`src/rtl/wb_arbiter_2to1.sv`:
```
// Two-master to one-slave Wishbone classic arbiter. Round-robin grant, held for a
// whole bus cycle, with a per-transfer watchdog that errors a strobe the slave never acks.
module wb_arbiter_2to1 #(
   parameter int ADDR_WIDTH = 15,
   parameter int TIMEOUT    = 255
) (
   input  logic                  wb_clk_i,
   input  logic                  wb_rst_i,
   input  logic                  m0_cyc_i,
   input  logic                  m0_stb_i,
   input  logic [ADDR_WIDTH-1:0] m0_adr_i,
   input  logic                  m0_we_i,
   input  logic [3:0]            m0_sel_i,
   input  logic [31:0]           m0_dat_i,
   output logic [31:0]           m0_dat_o,
   output logic                  m0_ack_o,
   output logic                  m0_err_o,
   input  logic                  m1_cyc_i,
   input  logic                  m1_stb_i,
   input  logic [ADDR_WIDTH-1:0] m1_adr_i,
   input  logic                  m1_we_i,
   input  logic [3:0]            m1_sel_i,
   input  logic [31:0]           m1_dat_i,
   output logic [31:0]           m1_dat_o,
   output logic                  m1_ack_o,
   output logic                  m1_err_o,
   output logic                  s_cyc_o,
   output logic                  s_stb_o,
   output logic [ADDR_WIDTH-1:0] s_adr_o,
   output logic                  s_we_o,
   output logic [3:0]            s_sel_o,
   output logic [31:0]           s_dat_o,
   input  logic [31:0]           s_dat_i,
   input  logic                  s_ack_i,
   output logic                  dbg_busy,
   output logic                  dbg_gnt
);

   // Handshake: a transfer completes on any cycle where the owner's cyc and stb are high
   // and the slave returns ack; ack and err are passed straight through to the owner only.
   localparam int WDW = $clog2(TIMEOUT + 1);
   localparam logic [WDW-1:0] WD_LAST = WDW'(TIMEOUT - 1);

   typedef enum logic {IDLE = 1'b0, BUSY = 1'b1} state_t;

   state_t         state, state_nx;
   logic           gnt, gnt_nx;
   logic           last, last_nx;
   logic [WDW-1:0] wdog, wdog_nx;
   logic           err_pulse, err_nx;
   logic           mg_cyc, mg_stb;

   assign mg_cyc   = gnt ? m1_cyc_i : m0_cyc_i;
   assign mg_stb   = gnt ? m1_stb_i : m0_stb_i;
   assign m0_dat_o = s_dat_i;
   assign m1_dat_o = s_dat_i;
   assign dbg_busy = (state == BUSY);
   assign dbg_gnt  = gnt;

   always_ff @(posedge wb_clk_i) begin
      if (wb_rst_i) begin
         state     <= IDLE;
         gnt       <= 1'b0;
         last      <= 1'b1;
         wdog      <= '0;
         err_pulse <= 1'b0;
      end else begin
         state     <= state_nx;
         gnt       <= gnt_nx;
         last      <= last_nx;
         wdog      <= wdog_nx;
         err_pulse <= err_nx;
      end
   end

   always_comb begin
      state_nx = state;
      gnt_nx   = gnt;
      last_nx  = last;
      wdog_nx  = wdog;
      err_nx   = 1'b0;
      s_cyc_o  = 1'b0;
      s_stb_o  = 1'b0;
      s_adr_o  = m0_adr_i;
      s_we_o   = m0_we_i;
      s_sel_o  = m0_sel_i;
      s_dat_o  = m0_dat_i;
      m0_ack_o = 1'b0;
      m1_ack_o = 1'b0;
      m0_err_o = 1'b0;
      m1_err_o = 1'b0;
      case (state)
         IDLE: begin
            wdog_nx = '0;
            // On a tie the master that was not served last wins.
            if (m0_cyc_i && (!m1_cyc_i || last)) begin
               state_nx = BUSY;
               gnt_nx   = 1'b0;
            end else if (m1_cyc_i) begin
               state_nx = BUSY;
               gnt_nx   = 1'b1;
            end
         end
         BUSY: begin
            if (gnt) begin
               s_adr_o  = m1_adr_i;
               s_we_o   = m1_we_i;
               s_sel_o  = m1_sel_i;
               s_dat_o  = m1_dat_i;
               m1_ack_o = s_ack_i & ~err_pulse;
               m1_err_o = err_pulse;
            end else begin
               m0_ack_o = s_ack_i & ~err_pulse;
               m0_err_o = err_pulse;
            end
            s_cyc_o = mg_cyc;
            s_stb_o = mg_stb & ~err_pulse;
            if (!mg_cyc) begin
               state_nx = IDLE;
               last_nx  = gnt;
               wdog_nx  = '0;
            end else if (s_stb_o && !s_ack_i) begin
               if (wdog == WD_LAST) begin
                  err_nx  = 1'b1;
                  wdog_nx = '0;
               end else begin
                  wdog_nx = wdog + 1'b1;
               end
            end else begin
               wdog_nx = '0;
            end
         end
         default: state_nx = IDLE;
      endcase
   end

endmodule

```
`config.mk`:
```
export PLATFORM = sky130hd
export DESIGN_NAME = wb_arbiter_2to1
export DESIGN_NICKNAME = d
export VERILOG_FILES = /design/src/rtl/wb_arbiter_2to1.sv
export SDC_FILE = /design/constraint.sdc
export NUM_CORES = 1
export LEC_CHECK = 0
export ABC_AREA = 1
export CORE_AREA = 2 2 102 104
export DETAILED_ROUTE_END_ITERATION = 16
export DIE_AREA = 0 0 104 106
export GPL_TIMING_DRIVEN = 0
export PLACE_DENSITY = 0.75
export SLEW_MARGIN = 5
export SYNTH_ARGS = -nofsm -noshare
export SYNTH_HDL_FRONTEND = slang
export SYNTH_SLANG_ARGS = --single-unit
```
`constraint.sdc`:
```
create_clock -name wb_clk_i -period 3.3 [get_ports wb_clk_i]
set_input_delay 0.33 -clock wb_clk_i [delete_from_list [all_inputs] [get_ports wb_clk_i]]
set_output_delay 0.33 -clock wb_clk_i [all_outputs]
set_load 0.1 [all_outputs]
```
# ---- Word level (Yosys, flattened, before mapping)
# Index checks and enable logic that the tools add are counted.
dict set report word_totals {
  elab_cells 53
  in_bits 143
  out_inout_bits 124
  reg_bits 12
}
dict set report op_classes {
  n_bitwise 6
  n_eq_ne 1
  n_mux 31
  n_reduce_logical 9
  add_sub_neg 1
}
# op n
set ops {}
lappend ops {{two-way mux 32 bit} 2}
lappend ops {{two-way mux 15 bit} 2}
lappend ops {{two-way mux 8 bit} 3}
lappend ops {{two-way mux 1 bit} 20}
lappend ops {{one-hot mux 8 bit (2 select lines)} 1}
lappend ops {{adder 8 x 1 -> 8 bit, second input constant} 1}
lappend ops {{equality test 8 bit, second input constant} 1}
lappend ops {{two-way mux 4 bit} 2}
lappend ops {{inverter 1 bit} 4}
lappend ops {{AND reduction 2 bit} 2}
lappend ops {{OR reduction 4 bit} 1}
lappend ops {{AND 1 bit} 2}
lappend ops {{logical AND 1 bit} 2}
lappend ops {{zero test 1 bit} 2}
lappend ops {{one-hot mux 1 bit (2 select lines)} 1}
lappend ops {{nonzero test 2 bit} 1}
lappend ops {{logical OR 1 bit} 1}

# ---- Logic depth before layout (Yosys ltp)
dict set report depth {
  word_depth 6
  depth_mapped 8
  mapped_depth_nobuf 7
}

# ---- Worst setup path after synthesis
# OpenSTA, ideal clock, no wires.
dict set report synth_timing {
  path_type {reg2out}
  from {register state (netlist: dbg_busy)}
  to {output port m0_ack_o}
  required_time_ns 2.970
  path_slack_ns -0.340
  arrival_ns 3.310
  n_path_buf 0
  stages_incl_launch_ff 3
  path_cell_list {dfxtp_1 -> inv_2 -> nor3_1}
}
dict set report synth_between {
  elab_chain_cells 1
}
# item line_no
set synth_lines {}
lappend synth_lines {{start, declared} 46} ;# state_t state, state_nx;
lappend synth_lines {{start signal, assigned} 68} ;# state <= state_nx;
lappend synth_lines {{two-way mux 1 bit} 92} ;# case (state)
lappend synth_lines {{end, declared} 16} ;# output logic m0_ack_o,
# Every way passes these cells.

# ---- Worst setup path in the final report
dict set report layout_timing {
  from {register gnt (netlist: dbg_gnt)}
  to {output port s_adr_o[5]}
}
dict set report layout_between {
  elab_chain_cells 2
}
# item line_no
set layout_lines {}
lappend layout_lines {{start, declared} 47} ;# logic gnt, gnt_nx;
lappend layout_lines {{start signal, assigned} 69} ;# gnt <= gnt_nx;
lappend layout_lines {{two-way mux 15 bit} 105} ;# if (gnt) begin
lappend layout_lines {{two-way mux 15 bit} 92}
lappend layout_lines {{end, declared} 29} ;# output logic [ADDR_WIDTH-1:0] s_adr_o,
# Every way passes these cells.

==> results_dict.tcl <==
set metrics [dict create \
    multiInputGateArea_um2 895 \
    drtPass1Iterations 4 \
    crit_start "dbg_gnt$_SDFFE_PP0P_" \
    setup_violations 0 \
    p_sw_uw 829 \
    postCtsHoldBufs 0 \
    synthCells 210 \
    drv_slew 0 \
    routed_wire_length_per_instance_um 15.9 \
    coreArea_um2 10000 \
    yosysSeqAreaShare 0.141 \
    status "complete, no violations" \
    required_ps 2970 \
    fin_crit_sh 0.859 \
    h-tree-depth 1 \
    cp-end-kind "primary output" \
    cts_resized 0 \
    layout_setup_ws_ps 466 \
    p_sw_frac 0.594 \
    finalWirelength_um 9270 \
    gp_congestion 0.832 \
    dpl_cell_area_um2 4220 \
    rsz0062_at_grt "false" \
    start_util 0.171 \
    synth-seq-cells 12 \
    post_drt_via_cell_ratio 3.80 \
    startpoint_type "flop" \
    cts.sinks 12 \
    die_w_um 104 \
    top_level_ports 267 \
    cts_max_path_buffers 2 \
    die_h_um 106 \
    clk_latency_ps 230 \
    cts_made_buffers 3 \
    powerDensity_nw_per_um2 327 \
    first_global_vias 2256 \
    hpwl_um 8240 \
    post_cts_buffers 0 \
    fillCellCount 1011 \
    worst-setup-path-type "flop to primary output" \
    cts_tree "yes" \
    dpl_worst_slack_ps 525 \
    synth_fp_nets 355 \
    netlist.area_leader.share 0.316 \
    ant_nets 0 \
    fin_skew_ps 1.86 \
    drt_iter0_markers 40 \
    io_buffers 234 \
    nNetsFinal 594 \
    fin_tns_setup_ps 0 \
    synth.area.top_cells "mux2_1 32%, buf_4 28%, dfxtp_1 14%" \
    synth.avg_cell_area_um2 8.14 \
    mostFrequentLayoutCell "clkdlybuf4s50_1" \
    slew_headroom 0.274 \
    p_int_uw 567 \
    drive_gt1_frac 0.186 \
    fmax_mhz 353 \
    final_cell_mix "234 x clkdlybuf4s50_1, 64 x buf_4, 48 x mux2_1" \
    vias 2220 \
    min_path_type "flop to flop" \
    r2r_start "dbg_gnt$_SDFFE_PP0P_" \
    grt_pass1_wl_um 13400 \
    final_area_um2 4270 \
    grt_use_total 0.156 \
    sequentialPowerShare 0.109 \
    drc_errors 0 \
    synth_area_um2 1710 \
    hold_viol 0 \
    leakage_uw 0.00173 \
    ys_types 25 \
    core.rowCount 37 \
    period_needed_ps 2830 \
    path_clk_slew_ps 50 \
    dieArea_um2 11000 \
    worst_slew_pin_slew_ps 1090 \
    area_growth_pct 150 \
    grt_overflow_total 0 \
    yosysTopAreaCell "mux2_1" \
    cts_root_buffer "clkbuf_8" \
    arrival_ps 2500 \
    yosys_warnings 0 \
    power_frac_clock 0.092 \
    power_frac_comb 0.800 \
    drv_cap 0 \
    antenna_found_initial 0 \
    min-delay-start "wdog[0]$_SDFF_PP0_" \
    cp_max_fo 10 \
    grt_max_degree 11 \
    regArea_um2 240 \
    vdd_drop_max_mv 0.191 \
]
==> per-stage QoR <==
| stage | hold WS [ps] | total power [µW] | util | std cells |
|---|---|---|---|---|
| floorplan | 399 | 949 | - | 210 |
| global placement | 444 | 1270 | 0.422 | 580 |
| detailed placement | 462 | 1270 | 0.422 | 580 |
| finish | 468 | 1400 | 0.427 | 584 |
| CTS | 475 | 1410 | 0.426 | 583 |
| global route | 511 | 1440 | 0.426 | 583 |
==> final timing paths <==
| check | end | slack (ps) | cells past startpoint |
|---|---|---|---|
| max | s_adr_o[5] | 470 | 5 |
| min reg2reg | wdog[0]$_SDFF_PP0_ | 470 | 1 |
| min | wdog[0]$_SDFF_PP0_ | 470 | 1 |
| max reg2reg | wdog[2]$_SDFF_PP0_ | 2030 | 6 |
==> sequential cells by signal, indices dropped and copies added, names as in the netlist <==
name,count
last,1
dbg_busy,1
err_pulse,1
wdog,8
dbg_gnt,1
==> critical path: stages (launching register included) <==
cell             delay (ps)
dfxtp_1                 310
buf_6                   140
nand2_4                 120
buf_2                   290
mux2_1                  400
clkdlybuf4s50_1        1000
==> cell type report <==
class	count	area share
diodes	1	0.000587
plain buffers	71	0.122
clock buffers	3	0.00968
inverters	14	0.0123
multi-input cells	113	0.210
flip-flops and latches	12	0.0563
well taps	136	0.0399
repair buffers	234	0.549
==> cell usage after synthesis, drive strengths merged <==
| cell | n |
|---|---|
| a21oi | 1 |
| buf | 71 |
| dfxtp | 12 |
| ha | 2 |
| inv | 14 |
| mux2 | 52 |
| nand2 | 21 |
| nand3 | 7 |
| nand3b | 1 |
| nand4 | 1 |
| nor2 | 18 |
| nor3 | 2 |
| o211ai | 1 |
| o21ai | 2 |
| or2 | 1 |
| xnor2 | 2 |
| xor2 | 2 |
==> logic make-up (layout without fill, tap and decap cells) <==
| kind of cell | Yosys count | in the layout | synth area share |
|---|---|---|---|
| buffers and inverters | 85 | 322 | 0.336 |
| muxes | 52 | 52 | 0.343 |
| and+or+nand+nor | 51 | 51 | 0.133 |
| DFF | 12 | 12 | 0.141 |
| AOI/OAI and AO/OA | 4 | 4 | 0.0132 |
| xor gates and xnor gates | 4 | 4 | 0.0205 |
| adders and majority gates | 2 | 2 | 0.0146 |
| other | 0 | 1 | 0 |
==> power groups by stage <==
| stage | sequential (µW) | combinational, µW | clock, µW |
|---|---|---|---|
| floorplan | 168 | 781 | 0 |
| global placement | 154 | 1110 | 0 |
| detailed placement | 155 | 1120 | 0 |
| CTS | 152 | 1120 | 133 |
| global route | 152 | 1140 | 140 |
| finish | 152 | 1120 | 128 |
==> per-layer routing <==
layer | wire [µm] | track usage
met1 | 3710 | 0.185
met2 | 4490 | 0.274
met3 | 958 | 0.0589
met5 | 0 | 0
met4 | 112 | 0.0261
(Power assumes the default switching activity.)
